<file path="src/rtl/hex_7seg_scan_ctrl.sv">
// Four-digit multiplexed 7-segment scanner with blanking gaps and frame-atomic loads.
// Define LEADING_ZERO_BLANK_EN to keep leading zero digits (above digit 0) dark.

module hex_7seg_decoder (
  input  logic [3:0] i_nib,
  output logic [6:0] o_seg
);

  // Hex nibble to active-high abcdefg, bit 6 is segment a.
  always_comb begin
    o_seg = 7'b0000000;
    case (i_nib)
      4'h0: o_seg = 7'b1111110;
      4'h1: o_seg = 7'b0110000;
      4'h2: o_seg = 7'b1101101;
      4'h3: o_seg = 7'b1111001;
      4'h4: o_seg = 7'b0110011;
      4'h5: o_seg = 7'b1011011;
      4'h6: o_seg = 7'b1011111;
      4'h7: o_seg = 7'b1110000;
      4'h8: o_seg = 7'b1111111;
      4'h9: o_seg = 7'b1111011;
      4'hA: o_seg = 7'b1110111;
      4'hB: o_seg = 7'b0011111;
      4'hC: o_seg = 7'b1001110;
      4'hD: o_seg = 7'b0111101;
      4'hE: o_seg = 7'b1001111;
      4'hF: o_seg = 7'b1000111;
      default: o_seg = 7'b0000000;
    endcase
  end

endmodule

module hex_7seg_scan_ctrl #(
  parameter int DIGIT_TICKS = 50000,
  parameter int BLANK_TICKS = 500,
  parameter int CNT_W       = 16
) (
  input  logic        i_clk,
  input  logic        i_rst_n,
  input  logic        i_enable,
  input  logic        i_load,
  input  logic [15:0] i_value,
  output logic        o_pending,
  output logic [3:0]  o_an,
  output logic        o_a,
  output logic        o_b,
  output logic        o_c,
  output logic        o_d,
  output logic        o_e,
  output logic        o_f,
  output logic        o_g,
  output logic        o_frame_done
);

  typedef enum logic {
    S_BLANK,
    S_SHOW
  } state_t;

  localparam logic [CNT_W-1:0] D_LAST = CNT_W'(DIGIT_TICKS - 1);
  localparam logic [CNT_W-1:0] B_LAST = CNT_W'(BLANK_TICKS - 1);

  state_t           state_q, state_d;
  logic [1:0]       idx_q, idx_d;
  logic [CNT_W-1:0] cnt_q, cnt_d;
  logic [15:0]      disp_q, disp_d;
  logic [15:0]      pval_q, pval_d;
  logic             pend_q, pend_d;
  logic [3:0]       an_q, an_d;
  logic [6:0]       seg_q, seg_d;
  logic             fd_q, fd_d;
  logic             xfer;
  logic             lit;
  logic [3:0]       nib_w;
  logic [6:0]       seg_w;

  // Scan sequencing plus pending/display hand-off.
  always_comb begin
    state_d = state_q;
    idx_d   = idx_q;
    cnt_d   = cnt_q;
    fd_d    = 1'b0;
    xfer    = 1'b0;
    if (!i_enable) begin
      state_d = S_BLANK;
      idx_d   = 2'd0;
      cnt_d   = '0;
      xfer    = pend_q;
    end else begin
      case (state_q)
        S_BLANK: begin
          if (cnt_q == B_LAST) begin
            state_d = S_SHOW;
            cnt_d   = '0;
            xfer    = pend_q && (idx_q == 2'd0);
          end else begin
            cnt_d = cnt_q + 1'b1;
          end
        end
        S_SHOW: begin
          if (cnt_q == D_LAST) begin
            state_d = S_BLANK;
            cnt_d   = '0;
            idx_d   = idx_q + 2'd1;
            fd_d    = (idx_q == 2'd3);
          end else begin
            cnt_d = cnt_q + 1'b1;
          end
        end
        default: state_d = S_BLANK;
      endcase
    end
    disp_d = xfer ? pval_q : disp_q;
    pval_d = i_load ? i_value : pval_q;
    pend_d = i_load | (pend_q & ~xfer);
  end

  assign nib_w = disp_d[{idx_d, 2'b00} +: 4];

  hex_7seg_decoder u_dec (
    .i_nib (nib_w),
    .o_seg (seg_w)
  );

  // Anode/segment values for the upcoming cycle, so both flip together.
  always_comb begin
    an_d  = 4'b1111;
    seg_d = 7'b0000000;
    lit   = 1'b1;
`ifdef LEADING_ZERO_BLANK_EN
    case (idx_d)
      2'd1:    lit = |disp_d[15:4];
      2'd2:    lit = |disp_d[15:8];
      2'd3:    lit = |disp_d[15:12];
      default: lit = 1'b1;
    endcase
`endif
    if (state_d == S_SHOW && lit) begin
      an_d  = ~(4'b0001 << idx_d);
      seg_d = seg_w;
    end
  end

  // State and output registers.
  always_ff @(posedge i_clk or negedge i_rst_n) begin
    if (!i_rst_n) begin
      state_q <= S_BLANK;
      idx_q   <= 2'd0;
      cnt_q   <= '0;
      disp_q  <= 16'h0000;
      pval_q  <= 16'h0000;
      pend_q  <= 1'b0;
      an_q    <= 4'b1111;
      seg_q   <= 7'b0000000;
      fd_q    <= 1'b0;
    end else begin
      state_q <= state_d;
      idx_q   <= idx_d;
      cnt_q   <= cnt_d;
      disp_q  <= disp_d;
      pval_q  <= pval_d;
      pend_q  <= pend_d;
      an_q    <= an_d;
      seg_q   <= seg_d;
      fd_q    <= fd_d;
    end
  end

  assign o_pending    = pend_q;
  assign o_an         = an_q;
  assign o_a          = seg_q[6];
  assign o_b          = seg_q[5];
  assign o_c          = seg_q[4];
  assign o_d          = seg_q[3];
  assign o_e          = seg_q[2];
  assign o_f          = seg_q[1];
  assign o_g          = seg_q[0];
  assign o_frame_done = fd_q;

endmodule

</file>
<file path="config.mk">
export PLATFORM = sky130hd
export DESIGN_NAME = hex_7seg_scan_ctrl
export DESIGN_NICKNAME = d
export VERILOG_FILES = /design/src/rtl/hex_7seg_scan_ctrl.sv
export SDC_FILE = /design/constraint.sdc
export NUM_CORES = 1
export LEC_CHECK = 0
export ABC_AREA = 1
export CAP_MARGIN = 20
export CORE_MARGIN = 5
export CORE_UTILIZATION = 57
export CTS_CLUSTER_SIZE = 14
export DETAILED_ROUTE_END_ITERATION = 12
export GPL_TIMING_DRIVEN = 0
export PLACE_DENSITY = 0.8
export SETUP_SLACK_MARGIN = 0.4
export SYNTH_ARGS = -nofsm -noshare
export SYNTH_HDL_FRONTEND = slang
export SYNTH_SLANG_ARGS = --single-unit
</file>
<file path="constraint.sdc">
create_clock -name i_clk -period 2.73 [get_ports i_clk]
set_clock_uncertainty 0.1 [all_clocks]
set_input_delay 0.273 -clock i_clk [delete_from_list [all_inputs] [get_ports i_clk]]
set_output_delay 0.273 -clock i_clk [all_outputs]
set_load 0.02 [all_outputs]
</file>
After elaboration in Yosys (flattened, before gate mapping)
Memories as Yosys holds them, arrays and structs flattened.
Cells that the tools add are included.
{ "classes": {"reduce_logical": 2, "multipliers": 0, "mux": 20, "n_eq_ne": 3, "bitwise": 5, "magnitude_cmp": 0, "n_div": 0, "n_shift": 2, "add_sub_neg": 2} }
{ "op_table": {"columns": ["op", "n"], "rows": [
  ["16-bit 2-to-1 mux", 4],
  ["16-bit case mux with 2 select lines", 1],
  ["16-bit by 1-bit adder with 16-bit output, second input constant", 1],
  ["16-bit equality test, second input constant", 1],
  ["16-bit by 9-bit equality test with 1-bit output, second input constant", 1],
  ["16-bit by 5-bit variable part select with 4-bit output", 1],
  ["1-bit 2-to-1 mux", 9],
  ["7-bit 2-to-1 mux", 1],
  ["2-bit 2-to-1 mux", 3],
  ["4-bit 2-to-1 mux", 1],
  ["4-bit NOT", 1],
  ["1-bit by 2-bit << shifter with 4-bit output, first input constant", 1],
  ["2-bit by 1-bit adder with 2-bit output, second input constant", 1],
  ["2-bit equality test, second input constant", 1],
  ["2-bit logical NOT", 1],
  ["1-bit NOT", 2],
  ["1-bit case mux with 2 select lines", 1],
  ["1-bit bitwise AND", 1],
  ["1-bit logical AND", 1],
  ["1-bit OR", 1]
]} }
{ "word_totals": {"rom_bits": 112, "mem_bits_rw": 0, "reg_bits": 64, "elab_cells": 44, "input_bits": 20, "latchBits": 0, "output_inout_bits": 13, "mem_count": 1} }
{ "memory_table": {"columns": ["name", "words", "word_bits", "rd", "rd_clocked_by_memory_dff", "wr", "line", "source"], "rows": [
  ["(name not given)", 16, 7, 1, 0, 0, "12", "case (i_nib)"]
]} }

Longest topological paths before layout
Gate-level depths: netlist (run 1).
An unclocked memory read counts as a cell.
{ "depth": {"word_depth": 9, "mapped_depth": 21, "mapped_depth_nobuf": 20} }

By module
Synthesis (run 1) repeated with hierarchy kept, for this count alone.
{ "unflattened": {"cells_unflattened": 435, "hier_area_um2": 3384.5} }
{ "by_module_without_submodules": {"columns": ["module", "area_per_inst_um2", "seq_area_each_um2", "cells_each", "instances"], "rows": [
  ["hex_7seg_scan_ctrl", 3114.2, 1606.5, 383, 1],
  ["hex_7seg_decoder", 270.3, 0.0, 52, 1]
]} }

Worst setup path before layout (run 1)
No wires, ideal clock.
{ "synth_path": {"path_kind": "reg-to-reg", "startpoint": "register cnt_q[0]", "endpoint": "register seg_q[3]", "t_required_ps": 2561, "synth_period_minus_slack_ps": 2493, "t_arrival_ps": 2324, "stages_incl_launch_ff": 22, "path_slack_ps": 237, "setup_time_ps": 69, "n_path_buf": 1, "path_cell_list": "dfrtp_1 -> ha_1 -> nand2_1 -> clkinv_1 -> nand2_1 -> nor2_8 -> nand3_4 -> nand2_8 -> nand2_8 -> buf_12 -> nand2_4 -> o21ai_2 -> nand2_1 -> nand2_2 -> nor2_4 -> inv_1 -> ha_1 -> inv_1 -> nand3_1 -> nand3_1 -> nand2_1 -> nor2_2"} }
{ "synth_via": {"elab_chain_cells": 8, "word_cells_on_any_way": 16, "cone_classes": "eq/ne: 2; shift: 1; mux: 12; memory: 1"} }
{ "synth_lines": {"columns": ["element", "line", "source"], "rows": [
  ["from (decl)", "67", "logic [CNT_W-1:0] cnt_q, cnt_d;"],
  ["from (signal assigned)", "161", "cnt_q <= cnt_d;"],
  ["16-bit by 9-bit equality test with 1-bit output", "94", "if (cnt_q == B_LAST) begin"],
  ["1-bit 2-to-1 mux", "94", null],
  ["1-bit 2-to-1 mux", "92", "case (state_q)"],
  ["1-bit 2-to-1 mux", "86", "if (!i_enable) begin"],
  ["16-bit 2-to-1 mux", "115", "disp_d = xfer ? pval_q : disp_q;"],
  ["net disp_d[8]", "68", "logic [15:0] disp_q, disp_d;"],
  ["16-bit by 5-bit variable part select with 4-bit output", "120", "assign nib_w = disp_d[{idx_d, 2'b00} +: 4];"],
  ["memory read 16 x 7 bit", null, null],
  ["7-bit 2-to-1 mux", "140", "if (state_d == S_SHOW && lit) begin"],
  ["net seg_d[3]", "72", "logic [6:0] seg_q, seg_d;"],
  ["to (signal assigned)", "166", "seg_q <= seg_d;"],
  ["to (decl)", "72", null]
]} }
The timed path passes the listed nets, and every way through them passes these cells.
A chain may end at the register's enable or synchronous reset.

Final worst setup path (run 1)
{ "layout_path": {"startpoint": "register cnt_q[2]", "endpoint": "register seg_q[2]"} }
The elaborated chain is that of the path after synthesis.

==> results of run 1 <==
metal layers:
| layer | part of all wire | vias to the layer above |
|---|---|---|
| li1 | - | 1322 |
| met1 | 0.40 | 1358 |
| met2 | 0.54 | 71 |
| met3 | 0.037 | 20 |
| met4 | 0.021 | 0 |
| met5 | 0 | - |
placed cells by master, fill, tap and decap left out, types with 3 or more instances in the layout:
cell type / count
inv_2: 8
nand3_1: 16
inv_4: 3
nand2_1: 59
nor2_4: 8
buf_12: 4
buf_6: 3
clkinv_2: 3
dfrtp_1: 57
dfrtp_2: 3
o21ai_0: 12
nand2_2: 31
dfstp_2: 4
nand3_4: 4
nand3_2: 6
clkdlybuf4s50_1: 29
nor2_1: 33
o21ai_2: 8
clkbuf_8: 11
buf_4: 16
inv_1: 44
nand4_1: 6
nor2_2: 5
mux2_2: 5
ha_4: 7
nor3_1: 7
a21oi_1: 5
clkbuf_1: 3
nand2_4: 13
xor2_1: 4
power groups by stage:
stage / combinational [uW] / sequential, uW / clock [uW]
after floorplan: 242 / 1050 / 0
final: 488 / 1040 / 844
after CTS: 411 / 1040 / 847
after detailed placement: 340 / 1060 / 0
after global placement: 326 / 1050 / 0
after global routing: 529 / 1050 / 906
state kept, by name, summed over array words and instances (netlist names):
signal,flops
state_q,1
o_frame_done,1
o_pending,1
disp_q,16
idx_q,2
seg_q,7
cnt_q,16
pval_q,16
o_an,4
worst max-delay path, delay by kind of cell (launching register included):
family | cells | cell delay (ns)
simple gates | 14 | 1.43
flops | 1 | 0.47
buf+inv | 3 | 0.41
fa+ha+maj | 1 | 0.12
compound gates | 1 | 0.09
final timing paths:
path	from	end	slack, ns	cells past startpoint
worst max-delay path	cnt_q[2]	seg_q[2]	0.04	19
worst min register to register	disp_q[6]	disp_q[6]	0.38	2
worst max register to register	cnt_q[2]	seg_q[2]	0.04	19
worst min-delay path	i_enable	cnt_q[12]	0.20	3
min in group asynchronous	i_rst_n	disp_q[5]	0.47	2
max in group asynchronous	i_rst_n	o_an[0]	1.36	3
timing repair:
action	in CTS	in global routing
gates resized for setup	30	28
endpoints found under the hold margin	35	0
cloned	1	0
setup buffers	12	6
hold buffers	1	0
endpoints found under the setup margin	7	15
pin swaps	14	17
logic make-up after synthesis:
family,share of synthesized area
buffers and inverters,0.0814
AND/OR/NAND/NOR,0.315
AO/OA/AOI/OAI,0.0707
adder cells (fa/ha/maj),0.0330
XOR/XNOR,0.0128
flip-flops,0.471
multiplexers,0.0165
per-stage QoR:
step	util	setup WS [ns]	setup TNS, ns	hold WS [ns]
global placement	0.651	-0.720	-43.09	0.349
CTS	0.735	0.179	0	0.204
detailed placement	0.653	0.0574	0	0.315
floorplan	-	0.392	0	-0.123
global route	0.761	-0.0616	-0.212	0.212
finish	0.761	0.0432	0	0.200
area by class of cell:
| type | count | area share |
|---|---|---|
| plain buffers | 9 | 0.0151 |
| clock buffers | 11 | 0.0338 |
| clock inverters | 5 | 0.0123 |
| inverters | 56 | 0.0489 |
| multi-input cells | 253 | 0.393 |
| flip-flops and latches | 64 | 0.359 |
| well taps | 75 | 0.0209 |
| repair buffers | 51 | 0.116 |
==> impl_metrics.toml, run 1 <==
[routing]
wl_per_cell_um = 16.3
drtPass1Iterations = 4
final_antenna_net_count = 0
drc = 0
vias = 2771
routed_wirelength_um = 8550
first_iter_violations = 115
vias_per_cell = 5.29

[setup_path]
critical-path-max-stage-delay_ns = 0.47
start_kind = "flop"
cp_data_required_time_ns = 2.89
arrival_ns = 2.84
cp_common_cell = "nand2_2"
path_cells = "nor2_1, nand2_4, nor2_8, nand3_4, nand2_8, nand2_8, buf_12, nand2_2, o21ai_2, nand2_2, nand2_2, nor2_4, buf_12, buf_6, ha_4, nand2_2, nand2_1, nor2_1, nor2_1"
cp-end-kind = "flop"
criticalPathCategory = "flop to flop"
crit_fanout = 5
slowest_stage = "dfrtp_1"

[yosys]
synth_edf_count = 0
syn-instance-count = 382
synth_top_area_share = 0.440
synth_most_common_cell = "nand2_1"
synthesis.nets = 411
seq_area_frac_synth = 0.471
synth_area_leader_cell = "dfrtp_1"
ys_top_cells_by_area = "dfrtp_1 (44%), nand2_1 (7.9%), inv_1 (5.3%)"
ys_top_cells_by_count = "nand2_1 (72), dfrtp_1 (60), inv_1 (48)"
async_flop_share = 1.00
ys_ff_latch = 64
synth-main-ff-cell = "dfrtp_1"
ys.warnings.count = 0
avgSynthCellArea_um2 = 8.94
synthesis.area_um2 = 3410
yosysUniqueCellTypes = 42

[power]
cellInternalPower_uw = 1690
p_comb_frac = 0.205
leakage_uw = 0.00212
p_seq_frac = 0.440
swShare = 0.290
total_power_uw = 2380
switching_power_uw = 689
clkPwrFrac = 0.355
powerDensity_nw_per_um2 = 531
vdd_drop_max_uv = 445

[status]
outcome = "completed"

[global_routing]
gr-usage-met3 = 0.0511
grt_util_all_layers = 0.229
grt_pass1_vias = 2899
gr-total-overflow = 0
grt_first_pass_wirelength_um = 13400
top_usage_layer = "met2"
grt_max_degree = 37
use_met1 = 0.265
antenna_found_initial = 0
grtUsageMet2 = 0.406

[die]
coreArea_um2 = 5890
rows = 28
die_w_um = 87.4
start_util = 0.580
die_y_um = 87.4
pin_count = 33
dieArea_um2 = 7640

[timing]
slew_violations = 0
fmax_ghz = 0.372
finalSetupViolCount = 0
hold_viol_final = 0
relSlewSlack = 0.454
worst_slew_pin_slew_ns = 0.819
period_share = 0.984
rsz0062_at_grt = "yes"
min_period_ns = 2.69

[place]
dpl-instance-area_um2 = 3840
placed_cells = 488
numPortBuffers = 30
gp_congestion = 0.877
dp_hpwl_um = 5040

[clock_network]
clockRootBuffer = "clkbuf_8"
clk_pin_slew_worst_paths_ns = 0.07
clock-sinks = 64
clkLatencyLatePin_ns = 0.34
cts-buffers-inserted = 9
cts_max_path_buffers = 2
htree_levels = 3
cts_tree = "done"

[cells_and_area]
num-fill-cells = 372
nets = 473
seqCellArea_um2 = 1610
syn_to_final_growth_pct = 31.2
multi_input_comb_area_um2 = 1760
antenna_cells = 0
finalNonFillerCells = 524
drive_gt1_frac = 0.352
design_area_um2 = 4480

[hold_path]
hold_class = "primary input to flop"

[flow_run]
max_cap_viol_count = 0
Power figures use the tool's default switching activity.
==> run 2: changes to the inputs <==
- PLACE_DENSITY: 0.8 -> not set
- PLACE_DENSITY_LB_ADDON: not set -> 0.12
==> impl_metrics.toml, run 2 (synthesis gave the netlist of run 1 again) <==
[clock_network]
clockRootBuffer = "clkbuf_8"
clkLatencyLatePin_ns = 0.35
cts_max_path_buffers = 2
clock-sinks = 64
htree_levels = 3
cts-buffers-inserted = 9
cts_tree = "done"
clk_pin_slew_worst_paths_ns = 0.07

[place]
numPortBuffers = 30
dpl-instance-area_um2 = 3830
dp_hpwl_um = 4860
placed_cells = 487
gp_congestion = 0.835

[die]
rows = 28
dieArea_um2 = 7640
die_y_um = 87.4
coreArea_um2 = 5890
start_util = 0.580
pin_count = 33
die_w_um = 87.4

[cells_and_area]
layout_common_cells = "dfrtp_1 (59), nand2_1 (58), inv_1 (42)"
postLayoutCoreUtil = 0.780
reg_top3 = "cnt_q x16, disp_q x16, pval_q x16"
syn_to_final_growth_pct = 34.4
design_area_um2 = 4590
nets = 482
antenna_cells = 0
drive_gt1_frac = 0.384
final_common_cell = "dfrtp_1"
finalNonFillerCells = 533

[setup_path]
critical_path_buf_inv_count = 4
crit_fanout = 5
r2r_end = "seg_q[6]"
slowest_stage = "dfrtp_1"
worstSetupStartpoint = "cnt_q[0]"
path_cells = "ha_4, nand2_4, inv_4, nand2_4, nor2_8, nand3_4, nand2_8, nand2_8, buf_12, nand2_4, o21ai_4, nand2_2, nand2_2, nor2_4, inv_2, ha_4, inv_2, nand3_2, nand3_2, nand2_2, nor2_2"
rr_startpoint = "cnt_q[0]"
cp_data_required_time_ns = 2.90
path_depth = 21
r2r_cells = 21
criticalPathCategory = "flop to flop"
critical-path-max-stage-delay_ns = 0.40
start_kind = "flop"
cp_top_family = "simple AND/OR/NAND/NOR gates"
cp-end-kind = "flop"
arrival_ns = 2.76
rrSetupSlack_ns = 0.14

[power]
leakage_uw = 0.00216
cellInternalPower_uw = 1560
switching_power_uw = 701
p_comb_frac = 0.226
p_seq_frac = 0.462
powerDensity_nw_per_um2 = 492
swShare = 0.310
clkPwrFrac = 0.312
vdd_drop_max_uv = 338

[timing]
worst_slew_pin_slew_ns = 0.800
hold_viol_final = 0
rsz0062_at_grt = "yes"
holdWs_ns = 0.217
fmax_ghz = 0.386
min_period_ns = 2.59
finalSetupViolCount = 0
period_share = 0.948
relSlewSlack = 0.467
slew_violations = 0

[hold_path]
hold_class = "primary input to flop"
hold_path_end = "cnt_q[12]"
worstHoldStart = "i_enable"
hold_depth = 3

[global_routing]
grt_pass1_vias = 2766
grt_util_all_layers = 0.216
gr-total-overflow = 0
grt_max_degree = 65
antenna_found_initial = 0
grt_first_pass_wirelength_um = 12700

[status]
outcome = "completed"

[routing]
vias_per_cell = 5.21
first_iter_violations = 84
vias = 2776
final_antenna_net_count = 0
drtPass1Iterations = 4
routed_wirelength_um = 8350
drc = 0
wl_per_cell_um = 15.7

[flow_run]
max_cap_viol_count = 0
==> run 2: worst max-delay path by stage <==
stage / slack (ns) / end
after floorplan: 0.39 / seg_q[3]
after global placement: -0.78 / seg_q[4]
after detailed placement: 0.07 / seg_q[6]
after CTS: 0.22 / seg_q[6]
after global routing: 0.02 / seg_q[6]
final: 0.14 / seg_q[6]
==> run 2: power groups by stage <==
| stage | Combinational [uW] | Clock (uW) | Sequential (uW) |
|---|---|---|---|
| global placement | 328 | 0 | 1050 |
| floorplan | 242 | 0 | 1050 |
| finish | 511 | 704 | 1040 |
| detailed placement | 336 | 0 | 1060 |
| global route | 553 | 750 | 1050 |
| CTS | 408 | 710 | 1040 |
==> run 2: worst min-delay path, delay by kind of cell <==
family | cells | cell delay (ns)
buf+inv | 2 | 0.29
simple gates | 1 | 0.06
==> run 2: cell type report <==
| type | count | area (um^2) |
|---|---|---|
| clock inverter | 6 | 36.3 |
| tap | 75 | 93.8 |
| fill | 391 | 1300 |
| buffer | 9 | 70.1 |
| sequential | 64 | 1610 |
| timing repair buffer | 60 | 581 |
| multi-input combinational | 253 | 1850 |
| inverter | 56 | 219 |
| clock buffer | 10 | 128 |
==> run 2: timing repair <==
item	in CTS	in global routing
cloned	1	0
pin swaps	23	29
hold buffers	1	0
endpoints found under the setup margin	7	9
gates resized for setup	34	46
setup buffers	13	15
endpoints found under the hold margin	60	0
==> run 2: metal layers <==
layer | wire, um | track usage | part of all wire | up-vias
li1 | - | - | - | 1337
met1 | 3430 | 0.261 | 0.41 | 1361
met2 | 4440 | 0.371 | 0.53 | 64
met3 | 326 | 0.0388 | 0.039 | 14
met4 | 156 | 0.0990 | 0.019 | 0
met5 | 0 | 0 | 0 | -
==> run 2: metrics by stage <==
stage	power [uW]	worst slack [ns]	setup TNS, ns
floorplan	1290	0.392	0
global placement	1380	-0.783	-47.01
detailed placement	1390	0.0665	0
CTS	2160	0.217	0
global route	2350	0.0212	0
finish	2260	0.142	0
